===== config.mk =====
export PLATFORM = sky130hd
export DESIGN_NAME = banked_reg_file
export DESIGN_NICKNAME = d
export VERILOG_FILES = /design/src/rtl/reg_file_pkg.sv /design/src/rtl/reg_clr_seq.sv /design/src/rtl/banked_reg_file.sv
export SDC_FILE = /design/constraint.sdc
export NUM_CORES = 1
export LEC_CHECK = 0
export CORE_MARGIN = 8
export CORE_UTILIZATION = 50
export DETAILED_ROUTE_END_ITERATION = 12
export PLACE_DENSITY = 0.68
export SYNTH_ARGS = -nofsm -noshare
export SYNTH_HDL_FRONTEND = slang
export SYNTH_SLANG_ARGS = --single-unit

===== constraint.sdc =====
create_clock -name clk -period 6.5 [get_ports clk]
set_input_delay 0.975 -clock clk [delete_from_list [all_inputs] [get_ports clk]]
set_output_delay 0.975 -clock clk [all_outputs]
set_load 0.05 [all_outputs]

===== src/rtl/reg_file_pkg.sv =====
// Shared types and default sizing for the banked register file and its clear sequencer.
package reg_file_pkg;

  // States of the clear-all sweep sequencer.
  typedef enum logic [1:0] {
    IDLE  = 2'd0,
    SWEEP = 2'd1,
    DONE  = 2'd2
  } clr_state_t;

  // Register 0 is hard-wired to zero.
  localparam int ZERO_IDX = 0;

  // Default geometry, matching the emulator's 13x8 file with carry/status in r12.
  localparam int DEF_NUM_REGS  = 13;
  localparam int DEF_REG_WIDTH = 8;
  localparam int DEF_CAR_IDX   = 12;

endpackage


===== src/rtl/reg_clr_seq.sv =====
// Clear-all sweep sequencer: walks r1..r(NUM_REGS-1), clearing one register per cycle,
// then pulses clr_done. An abort (restore) returns it to IDLE without clr_done.
module reg_clr_seq
  import reg_file_pkg::*;
#(
  parameter int NUM_REGS = DEF_NUM_REGS,
  parameter int AW       = $clog2(NUM_REGS)
) (
  input  logic          clk,
  input  logic          rst_n,
  input  logic          start,
  input  logic          abort,
  output logic          accept,
  output logic          busy,
  output logic          clr_done,
  output logic          clr_en,
  output logic [AW-1:0] clr_idx
);

  localparam logic [AW-1:0] FIRST_IDX = AW'(1);
  localparam logic [AW-1:0] LAST_IDX  = AW'(NUM_REGS - 1);

  clr_state_t    state_reg, state_next;
  logic [AW-1:0] cnt_reg, cnt_next;

  // State and sweep counter registers.
  always_ff @(posedge clk) begin
    if (!rst_n) begin
      state_reg <= IDLE;
      cnt_reg   <= '0;
    end else begin
      state_reg <= state_next;
      cnt_reg   <= cnt_next;
    end
  end

  // Next-state, counter and handshake outputs; accept marks the cycle a sweep is taken.
  always_comb begin
    state_next = state_reg;
    cnt_next   = cnt_reg;
    accept     = 1'b0;
    busy       = 1'b0;
    clr_done   = 1'b0;
    clr_en     = 1'b0;
    clr_idx    = cnt_reg;
    case (state_reg)
      IDLE: begin
        if (start && !abort) begin
          accept     = 1'b1;
          state_next = SWEEP;
          cnt_next   = FIRST_IDX;
        end
      end
      SWEEP: begin
        busy = 1'b1;
        if (abort) begin
          state_next = IDLE;
        end else begin
          clr_en = 1'b1;
          if (cnt_reg == LAST_IDX) begin
            state_next = DONE;
          end else begin
            cnt_next = cnt_reg + AW'(1);
          end
        end
      end
      DONE: begin
        clr_done   = 1'b1;
        state_next = IDLE;
      end
      default: state_next = IDLE;
    endcase
  end

endmodule


===== src/rtl/banked_reg_file.sv =====
// Parametrised general-purpose register file: r0 hard-wired zero, dedicated carry
// write port, optional write-to-read bypass, one-deep shadow bank and clear-all sweep.
module banked_reg_file
  import reg_file_pkg::*;
#(
  parameter int NUM_REGS  = DEF_NUM_REGS,
  parameter int REG_WIDTH = DEF_REG_WIDTH,
  parameter int CAR_IDX   = DEF_CAR_IDX,
  parameter int BYPASS    = 1,
  parameter int AW        = $clog2(NUM_REGS)
) (
  input  logic                 clk,
  input  logic                 rst_n,
  input  logic [AW-1:0]        rt_addr,
  input  logic [AW-1:0]        rs_addr,
  input  logic [AW-1:0]        rd_addr,
  input  logic                 reg_write,
  input  logic                 reg_clear,
  input  logic [REG_WIDTH-1:0] rd_in,
  input  logic                 car_write,
  input  logic [REG_WIDTH-1:0] car_in,
  input  logic                 save_req,
  input  logic                 restore_req,
  input  logic                 clr_all_req,
  output logic [REG_WIDTH-1:0] rt_out,
  output logic [REG_WIDTH-1:0] rs_out,
  output logic [REG_WIDTH-1:0] rd_out,
  output logic                 busy,
  output logic                 clr_done,
  output logic                 shadow_valid
);

  localparam logic [AW:0]   NREGS_W = (AW+1)'(NUM_REGS);
  localparam logic [AW-1:0] CAR_A   = AW'(CAR_IDX);
  localparam logic [AW-1:0] ZERO_A  = AW'(ZERO_IDX);

  logic [REG_WIDTH-1:0] regs_q [NUM_REGS];
  logic [AW-1:0]        raddr  [3];
  logic [REG_WIDTH-1:0] rdata  [3];

  logic                 shadow_valid_reg;
  logic                 seq_busy, seq_done, seq_accept, clr_en;
  logic [AW-1:0]        clr_idx;
  logic                 restore_exec, save_exec, clr_start, writes_ok;
  logic                 reg_we, car_we;
  logic [REG_WIDTH-1:0] wdata;

  // Command arbitration: restore > save > clear-all > normal writes; busy blocks the lower three.
  assign restore_exec = restore_req && shadow_valid_reg;
  assign save_exec    = save_req && !restore_exec && !seq_busy;
  assign clr_start    = clr_all_req && !restore_exec && !save_req && !seq_busy;
  assign writes_ok    = !seq_busy && !restore_exec && !seq_accept;
  assign reg_we       = reg_write && writes_ok && (rd_addr != ZERO_A) &&
                        ({1'b0, rd_addr} < NREGS_W);
  assign car_we       = car_write && writes_ok;
  assign wdata        = reg_clear ? '0 : rd_in;

  reg_clr_seq #(
    .NUM_REGS (NUM_REGS),
    .AW       (AW)
  ) u_clr_seq (
    .clk      (clk),
    .rst_n    (rst_n),
    .start    (clr_start),
    .abort    (restore_exec),
    .accept   (seq_accept),
    .busy     (seq_busy),
    .clr_done (seq_done),
    .clr_en   (clr_en),
    .clr_idx  (clr_idx)
  );

  assign regs_q[0] = '0;

  for (genvar gi = 1; gi < NUM_REGS; gi++) begin : gen_reg
    localparam logic [AW-1:0] IDX = AW'(gi);
    logic [REG_WIDTH-1:0] q_reg;
    logic [REG_WIDTH-1:0] shadow_reg;

    // Live register (restore > sweep clear > carry port > general port) and its shadow copy.
    always_ff @(posedge clk) begin
      if (!rst_n) begin
        q_reg      <= '0;
        shadow_reg <= '0;
      end else begin
        if (restore_exec) begin
          q_reg <= shadow_reg;
        end else if (clr_en && (clr_idx == IDX)) begin
          q_reg <= '0;
        end else if (car_we && (IDX == CAR_A)) begin
          q_reg <= car_in;
        end else if (reg_we && (rd_addr == IDX)) begin
          q_reg <= wdata;
        end
        if (save_exec) begin
          shadow_reg <= q_reg;
        end
      end
    end

    assign regs_q[gi] = q_reg;
  end

  assign raddr[0] = rt_addr;
  assign raddr[1] = rs_addr;
  assign raddr[2] = rd_addr;

  for (genvar gi = 0; gi < 3; gi++) begin : gen_rport
    logic [REG_WIDTH-1:0] val;

    // Read mux: out-of-range and r0 read zero; carry write beats general write in the bypass.
    always_comb begin
      val = '0;
      if (({1'b0, raddr[gi]} < NREGS_W) && (raddr[gi] != ZERO_A)) begin
        val = regs_q[raddr[gi]];
        if (BYPASS != 0) begin
          if (car_we && (raddr[gi] == CAR_A)) begin
            val = car_in;
          end else if (reg_we && (raddr[gi] == rd_addr)) begin
            val = wdata;
          end
        end
      end
    end

    assign rdata[gi] = val;
  end

  // Snapshot-valid flag: set by an accepted save, cleared by the restore that consumes it.
  always_ff @(posedge clk) begin
    if (!rst_n) begin
      shadow_valid_reg <= 1'b0;
    end else if (restore_exec) begin
      shadow_valid_reg <= 1'b0;
    end else if (save_exec) begin
      shadow_valid_reg <= 1'b1;
    end
  end

  assign rt_out       = rdata[0];
  assign rs_out       = rdata[1];
  assign rd_out       = rdata[2];
  assign busy         = seq_busy;
  assign clr_done     = seq_done;
  assign shadow_valid = shadow_valid_reg;

endmodule

==> results summary <==
The share of the cycle needed by the critical path after routing is 85.2%. The worst slew margin relative to its limit is 20.0%. The setup TNS after final layout is 0 ps.

In the layout the commonest cells are nand2_1 (321), dfxtp_1 (199), a21boi_0 (98). In the final layout, flip-flops and latches occupy 0.00398 mm^2. For this block, the initial DRC count from the detailed router was 1,471. The core region is 0.0234 mm^2. The worst-margin pin slew came out at 1200 ps.

The net count after synthesis came out at 1,391. The HPWL after detailed placement is 26,500 um. The number of maximum-capacitance violations came out at 0. The count of buffers added by post-CTS timing repair for setup came out at 0. The met3 routing resource usage after global routing is 4.49%. The leakage power is 5.23 nW. The cell area reported after detailed placement is 0.0124 mm^2. The run finished with clean final reports. The total routing resource utilization after global routing is 26.9%. The global-route wire length before repair is 59,900 um. The count of standard-cell rows came out at 56.

The critical path launch point type is an input pin. The power per unit of standard cell area is 232 mW/mm^2. The layout has 2,121 filler cells. The number of design rule violations left after detail routing came out at 0. The TritonCTS buffer count is 17. From bottom edge to top edge, the die measures 170 um. The number of gates resized after cts is 0. Before antenna repair, the detailed router went through 6 iterations. The worst setup path is of the input pin to primary output kind. 0 antenna diodes ended up in the layout. After synthesis, the netlist uses 70 different library cells.

The largest fanout on the critical path is 18. The critical path data arrival time is 4570 ps. The global routing met2 resource utilization is 40.5%. Summing the sequential cell areas from Yosys gives 33.6% of the chip area. The proportion of synthesized flip-flops having asynchronous set or reset is 0%. The critical path goes through clkdlybuf4s50_1, nor2b_1, a221oi_1, a221oi_1, nand2_1, o21ai_0, clkdlybuf4s50_1. From left edge to right edge, the die measures 170 um. The final max-slew violation count is 0.

The cell count of the worst hold path came out at 2. The warning count from the yosys run came out at 0. The CTS tree is yes. The number of flops mapped to enable cells by yosys came out at 0. The setup violation total in the final timing report is 0.

The count of final hold-check violations is 0. The number of antenna violations at the first check in global routing is 0. The summed instance area of the synthesized netlist is 0.0118 mm^2.

The data required time of the critical path is 5520 ps. The synthesis-stage register bit count is 199. The starting utilization of the core area came out at 50.6%.

The floorplan step defined a die boundary enclosing 0.0289 mm^2. The number of I/O port buffers came out at 62. The stage delay of the slowest cell on the critical path is 860 ps.

The net count of the finished layout came out at 1,360. The I/O pin count is 63. Setup repair after global routing left no endpoint under its margin. The library cell used most frequently in the layout, excluding fill and tap cells, is nand2_1. The cell with the biggest individual delay on the critical path is clkdlybuf4s50_1. The detail route stage leaves a number of antenna-violating nets equal to 0. The maximum number of pins on one net before global-route repair came out at 93. The multi-input combinational cells in the finished layout cover a total of 0.00732 mm^2. The most crowded layer after global routing is met2. The routed layout has 10,700 vias. The power after layout came out at 3.02 mW.

Counting every instance in the synthesized netlist gives 1,351. From synthesis to final layout, the design area changed by 9.88%. The minimum clock period after layout came out at 5540 ps.

The highest clock rate is 0.180 GHz. Counting cells, the worst reg-to-reg path comes to 5. The post-synthesis area per instance is 8.77 um^2. At the end of routability-driven placement, the weighted congestion stood at 1.04. The maximum ir drop on the vdd rail is 163 uV. The final wirelength came out at 39,200 um. The met1 usage came out at 38.0%.

The sum of overflow across all layers after global routing is 0. The cell area after layout came out at 0.0130 mm^2. The clock network latency to the later pin of the worst-skew pair is 450 ps. Clock-pin slew was measured on the worst setup and hold paths at 80 ps. The quantity of hold-fixing buffers added after cts is 0. The number of buffers on the longest clock path is 2. The leading register cell type out of synthesis is dfxtp_1. The per-cell via count in the routed design came out at 6.49. The number of sinks on the clock net came out at 199.

The clock tree synthesis step divided the H-tree into 4 levels. The worst hold path belongs to the class flop to flop. CTS placed an instance of clkbuf_16 at the clock tree root. The worst setup skew after layout came out at 18.1 ps.

Of the cells placed in the final design, the portion with a size suffix greater than 1 is 10.7%. Dividing the detail-routed wire length by the instance count gives 23.7 um. The post-route worst hold slack came out at 466 ps. The number of global-route vias before repair was 9,823. STA classifies the critical path endpoint as a primary output.
-- report_power, final --
group	leakage [nW]	total, mW	internal [mW]	switching [mW]
combinational	3.33	0.597	0.220	0.377
clock	0.283	1.08	0.518	0.557
sequential	1.62	1.35	1.27	0.0741
-- cell families (layout without fill, tap and decap cells) --
group,count (synthesis),in the layout,synth area share (%)
adder cells (fa/ha/maj),4,4,0.422
XOR/XNOR,10,10,0.739
flip-flops,199,199,33.6
AO/OA/AOI/OAI,432,432,29.0
multiplexers,105,105,13.4
AND/OR/NAND/NOR,468,468,18.0
buffers and inverters,133,115,4.88
-- metrics by stage --
step                std cells  setup slack [ps]  util [%]
global placement         1620              1130      53.1
CTS                      1652              1120      55.6
floorplan                1351              2130         -
global route             1652               935      55.6
finish                   1652               959      55.6
detailed placement       1620              1150      53.1
-- cells in the mapped netlist (17+ instances only) --
library cell,number,share of area (%)
nand2_1,321,10
dfxtp_1,199,34
a21boi_0,98,6.2
clkbuf_1,74,2.3
a22oi_1,70,4.4
o211a_1,69,5.8
a21oi_1,47,2.0
o21ai_0,44,1.9
mux2i_1,40,3.4
mux4_2,40,7.6
buf_2,30,1.3
nor2_1,30,0.95
mux2_2,25,2.4
nand3b_1,25,1.6
a221oi_1,23,1.7
nor2b_1,17,0.90
-- metal layers --
| layer | share of wire (%) | vias to the layer above |
|---|---|---|
| li1 | - | 4917 |
| met1 | 44 | 5234 |
| met2 | 44 | 492 |
| met3 | 8.0 | 73 |
| met4 | 3.3 | 0 |
| met5 | 0 | - |
-- critical path: cells and delay by family --
kind / cells / cell delay (ps)
and+or+nand+nor: 2 / 760
buffers and inverters: 2 / 1710
AOI/OAI and AO/OA: 3 / 1110
-- area by class of cell --
class                   instances  share of cell area, %
clock inverters                14                   1.20
flip-flops and latches        199                   30.6
well taps                     319                   3.07
repair buffers                 76                   5.44
multi-input cells            1019                   56.2
inverters                       7                  0.202
clock buffers                  18                   3.30
-- path summary, 6_finish.rpt --
| check | startpoint | endpoint | slack, ps |
|---|---|---|---|
| worst max register to register | u_clr_seq.clr_idx[3] | gen_reg[11].q_reg[1] | 3680 |
| worst min register to register | gen_reg[1].shadow_reg[0] | gen_reg[1].shadow_reg[0] | 470 |
| worst max-delay path | rt_addr[0] | rt_out[4] | 960 |
| worst min-delay path | gen_reg[1].shadow_reg[0] | gen_reg[1].shadow_reg[0] | 470 |
Power figures use the tool's default switching activity.
